### src/rtl/muldiv_sequencer.sv
// Iterative multiply/divide sequencer that owns the HI/LO register pair.
// Each operation takes 33 cycles: WIDTH single-bit iterations, then one
// cycle that fixes the signs and writes HI/LO.
module muldiv_sequencer #(
  parameter int WIDTH = 32
) (
  input  logic             clk,
  input  logic             rst,
  input  logic             start,
  input  logic [1:0]       op,
  input  logic [WIDTH-1:0] src_a,
  input  logic [WIDTH-1:0] src_b,
  input  logic             mthi,
  input  logic             mtlo,
  input  logic [WIDTH-1:0] wdata,
  input  logic             mfhi,
  input  logic             mflo,
  input  logic             kill,
  output logic             busy,
  output logic             stall,
  output logic             done,
  output logic [WIDTH-1:0] hi,
  output logic [WIDTH-1:0] lo
);
  localparam int CW = $clog2(WIDTH);
  localparam logic [1:0] S_IDLE = 2'd0;
  localparam logic [1:0] S_MUL  = 2'd1;
  localparam logic [1:0] S_DIV  = 2'd2;
  localparam logic [1:0] S_FIX  = 2'd3;
  localparam logic [CW-1:0] CNT_LAST = CW'(WIDTH - 1);

  logic [1:0]       state;
  logic [CW-1:0]    cnt;
  logic [WIDTH-1:0] a_reg;    // |multiplicand|
  logic [WIDTH-1:0] b_reg;    // |divisor|
  logic [WIDTH-1:0] acc;      // product high half / partial remainder
  logic [WIDTH-1:0] shreg;    // multiplier -> product low half, dividend -> quotient
  logic [WIDTH-1:0] orig_a;   // dividend as issued, returned on divide by zero
  logic             is_div;
  logic             neg_q;    // product/quotient must be negated
  logic             neg_r;    // remainder must be negated

  logic             sgn_op;
  logic [WIDTH-1:0] a_abs, b_abs;
  logic [WIDTH:0]   mul_sum, rem_sh, diff;
  logic             borrow;
  logic [WIDTH-1:0] acc_n, shreg_n;
  logic [2*WIDTH-1:0] prod, prod_f;
  logic [WIDTH-1:0] quot_f, rem_f;

  assign busy  = (state != S_IDLE);
  assign done  = (state == S_FIX);
  assign stall = busy & (start | mfhi | mflo | mthi | mtlo);

  // Operand magnitudes for the signed ops, raw values for the unsigned ones.
  assign sgn_op = ~op[0];
  assign a_abs  = (sgn_op && src_a[WIDTH-1]) ? -src_a : src_a;
  assign b_abs  = (sgn_op && src_b[WIDTH-1]) ? -src_b : src_b;

  // One shift-add or restoring-divide iteration on {acc, shreg}.
  always_comb begin
    mul_sum = {1'b0, acc} + (shreg[0] ? {1'b0, a_reg} : '0);
    rem_sh  = {acc, shreg[WIDTH-1]};
    diff    = rem_sh - {1'b0, b_reg};
    borrow  = diff[WIDTH];
    acc_n   = acc;
    shreg_n = shreg;
    if (state == S_MUL) begin
      acc_n   = mul_sum[WIDTH:1];
      shreg_n = {mul_sum[0], shreg[WIDTH-1:1]};
    end else if (state == S_DIV) begin
      acc_n   = borrow ? rem_sh[WIDTH-1:0] : diff[WIDTH-1:0];
      shreg_n = {shreg[WIDTH-2:0], ~borrow};
    end
  end

  // Sign fix-up of the finished magnitudes.
  always_comb begin
    prod   = {acc, shreg};
    prod_f = neg_q ? -prod : prod;
    quot_f = neg_q ? -shreg : shreg;
    rem_f  = neg_r ? -acc : acc;
  end

  // Sequencer, iteration datapath and HI/LO ownership.
  always_ff @(posedge clk) begin
    if (rst) begin
      state  <= S_IDLE;
      cnt    <= '0;
      hi     <= '0;
      lo     <= '0;
      a_reg  <= '0;
      b_reg  <= '0;
      acc    <= '0;
      shreg  <= '0;
      orig_a <= '0;
      is_div <= 1'b0;
      neg_q  <= 1'b0;
      neg_r  <= 1'b0;
    end else if (kill) begin
      state <= S_IDLE;
      cnt   <= '0;
    end else begin
      case (state)
        S_IDLE: begin
          if (start) begin
            a_reg  <= a_abs;
            b_reg  <= b_abs;
            acc    <= '0;
            shreg  <= op[1] ? a_abs : b_abs;
            orig_a <= src_a;
            is_div <= op[1];
            neg_q  <= sgn_op & (src_a[WIDTH-1] ^ src_b[WIDTH-1]);
            neg_r  <= sgn_op & src_a[WIDTH-1];
            cnt    <= '0;
            state  <= op[1] ? S_DIV : S_MUL;
          end else begin
            if (mthi) hi <= wdata;
            if (mtlo) lo <= wdata;
          end
        end
        S_MUL, S_DIV: begin
          acc   <= acc_n;
          shreg <= shreg_n;
          cnt   <= cnt + 1'b1;
          if (cnt == CNT_LAST) state <= S_FIX;
        end
        default: begin
          // Divide by zero bypasses the sign fix entirely.
          if (is_div && b_reg == '0) begin
            lo <= '1;
            hi <= orig_a;
          end else if (is_div) begin
            lo <= quot_f;
            hi <= rem_f;
          end else begin
            hi <= prod_f[2*WIDTH-1:WIDTH];
            lo <= prod_f[WIDTH-1:0];
          end
          cnt   <= '0;
          state <= S_IDLE;
        end
      endcase
    end
  end
endmodule

### config.mk
export PLATFORM = sky130hd
export DESIGN_NAME = muldiv_sequencer
export DESIGN_NICKNAME = d
export VERILOG_FILES = /design/src/rtl/muldiv_sequencer.sv
export SDC_FILE = /design/constraint.sdc
export NUM_CORES = 1
export LEC_CHECK = 0
export BUFFER_PORTS_ARGS = -buffer_cell sky130_fd_sc_hd__clkbuf_2
export CAP_MARGIN = 10
export CORE_MARGIN = 3
export CORE_UTILIZATION = 35
export CTS_BUF_LIST = sky130_fd_sc_hd__clkbuf_4 sky130_fd_sc_hd__clkbuf_8
export DETAILED_ROUTE_END_ITERATION = 6
export GPL_TIMING_DRIVEN = 1
export SYNTH_ARGS = -nofsm -noshare
export SYNTH_HDL_FRONTEND = slang
export SYNTH_SLANG_ARGS = --single-unit
### constraint.sdc
create_clock -name clk -period 3.9 [get_ports clk]
set_input_delay 0.195 -clock clk [delete_from_list [all_inputs] [get_ports clk]]
set_output_delay 0.195 -clock clk [all_outputs]
set_load 0.02 [all_outputs]
==> reports/results.txt <==
total wire length -> 72.5 mm
total core area -> 46900 um^2
Mapped Area -> 16700 um^2
critical path arrival -> 4.08 ns
Syn Nets -> 2448
# nets final -> 2631
worst endpoint required time -> 4.38 ns
Synth Flop Type -> dfxtp_1
root buffer cell -> clkbuf_8
period utilization -> 92.3%
Fin Setup TNS -> 0 ns
Mapped Cells -> 2267
synth top area cells -> dfxtp_1, a21oi_1, nor2_1, ha_1, a211oi_1
Pre-Repair DR Iteration Count -> 5
# port buffers -> 172
DR vias/cell -> 5.85
ANT nets after route -> 0
vias in the first global route -> 16700
Yosys warning total -> 0
Worst setup EP type -> flip-flop
fin crit period -> 3.60 ns
hold violation count in the final report -> 0
CTS tree -> built
register area share after synthesis -> 27.9%
pwr dens -> 364 nW/um^2
unrepaired setup endpoints after global routing -> no
Netlist cell types -> 79
syn_area_per_cell -> 7.37 um^2
HP Class -> in2reg
I/O pins -> 173
Clk Latency, worst-skew pair -> 0.65 ns
clk slew on worst S/H paths -> 0.06 ns
post-DR wirelength/cell -> 23.5 um
pin count of the biggest net entering global routing -> 158
area leader, netlist -> dfxtp_1
Design Area, Final -> 19800 um^2
DR DRC count -> 0
antenna diode count -> 0
first-pass GRT wire length -> 105 mm
GP Congestion -> 0.986
critical path fanouts, max -> 18
TritonCTS buffer count -> 46
WS Path Type -> reg2reg
Synth top area share -> 27.9%
DP Wirelength -> 56.5 mm
Synth async-reset ratio -> 0%
Die ar. -> 50400 um^2
Setup Fix Bufs, Post-CTS -> 0
Slew @ Worst Pin -> 1.12 ns
All-Layer GR Usage -> 27.6%
DR iter-0 viols -> 1914
synthesis-to-finish area growth -> 18.7%
clock sinks -> 233
antenna violations before repair -> 1
Post-DP Area -> 18300 um^2
Worst slew margin -> 25.6%
number of synthesized flops with an enable pin -> 0
die span in x -> 225 um
fillcell total -> 4984
die span in y -> 225 um
layout cells sized above 1 -> 14.5%
worst clock skew -> 0.0589 ns
Clock Path Buffers -> 3
Critical Path Start Type -> flip-flop
worst vdd ir -> 0.000248 V
starting density of the core -> 35.7%
count leader, synth -> nor2_1
Std-Cell Rows -> 79
Static Leak -> 8.20 nW
final setup fails -> 0
highest clock rate -> 278 MHz
status -> finished clean
FF+latch count, synth -> 233
via count -> 18100
sum of overflow across all layers after global routing -> 0
top cells by count, synth -> nor2_1, a21oi_1, dfxtp_1, nand2_1, clkbuf_1
final slew viol count -> 0
CTS HTree Levels -> 2
max-cap viol count -> 0
==> path summary, 6_finish.rpt <==
check,startpoint,endpoint,slack [ns],cells past startpoint
min,src_b[26],b_reg[26],0.02,4
max reg2reg,shreg[31],acc[16],0.30,13
max,shreg[31],acc[16],0.30,13
min reg2reg,hi[15],hi[15],0.44,2
==> worst max-delay path, cell delays in order (launching register included) <==
cell and delay [ns]:
dfxtp_1 0.40, inv_1 0.10, ha_1 0.21, fa_1 0.38, nand2b_1 0.19, a21o_1 0.20
a311o_1 0.38, a21oi_1 0.24, nor3_1 0.13, o21ba_2 0.35, nor2_2 0.29, buf_12 0.23
mux2i_1 0.21, o21ai_0 0.10
==> placed cells by master, fill, tap and decap left out, types with 10 or more instances in the layout <==
cell           Yosys  layout
nand4_1           12      12
nor2_1           298     295
clkbuf_4           0      12
nor3_1            60      57
ha_1              73      72
nand2b_1          16      16
o21a_1            13      13
dlygate4sd3_1      0      52
and2_1            39      39
mux2_2            14      14
dfxtp_1          233     233
or3_1             21      19
o41ai_1           10      10
nand3_1           35      35
a31oi_1           26      26
o221ai_1          20      20
inv_1             79      79
o31ai_1           20      20
nor4_1            23      22
nand2_1          224     223
o21ai_0          118     118
clkbuf_2           1     171
a21o_1            26      26
a22oi_1           17      17
xnor2_1           86      86
mux2i_1           48      48
o21bai_1          10      10
a21oi_1          236     236
a211oi_1         121     121
buf_4              1      64
or4_1             18      18
nor2b_1           15      15
xor2_1            78      78
clkbuf_8           0      60
o211ai_1          15      15
==> per-stage QoR <==
stage	power [W]	std cells	hold WS (ns)	setup slack (ns)	utilization (%)
2_1_floorplan	0.00377	2267	0.331	0.635	-
3_5_place_dp	0.00442	2957	0.429	0.260	39.1
5_1_grt	0.00749	3089	0.0227	0.0665	42.3
6_report	0.00722	3089	0.0217	0.301	42.3
3_3_place_gp	0.00441	2957	0.429	0.419	39.1
4_1_cts	0.00721	3089	0.00171	0.245	42.3
==> per-layer routing <==
metal / track usage [%] / wire length, um
met5: 0 / 0
met4: 8.41 / 2080
met3: 6.38 / 6410
met2: 42.4 / 31500
met1: 38.5 / 32500
==> repair_timing <==
action	CTS	global route
resized for setup	0	1
hold buffers	52	0
endpoints found under the setup margin	0	2
hold endpoints to repair	59	0
==> area by class of cell <==
class                           count  area (um^2)  area share, %
Inverter                           80          300           1.51
Clock buffer                       72          916           4.62
Sequential cell                   233         4660           23.5
Timing Repair Buffer              290         1920           9.66
Multi-Input combinational cell   1799        11200           56.4
Clock inverter                      8         93.8          0.473
Tap cell                          607          759           3.83
==> kinds of logic (layout without fill, tap and decap cells) <==
kind of cell               Yosys count  in the layout  synth area share, %
DFF                                233            233                 27.9
adders and majority gates           75             75                 5.70
xor gates and xnor gates           164            164                 8.59
AOI/OAI and AO/OA                  700            700                 26.8
muxes                               62             62                 3.82
and+or+nand+nor                    798            798                 21.8
buffers and inverters              235            450                 5.40
==> power breakdown <==
part           leakage [nW]  internal, W  switching [W]
clock                 0.537      0.00157        0.00120
sequential             1.90      0.00254       0.000150
combinational          5.76     0.000596        0.00118
(Power assumes the default switching activity.)
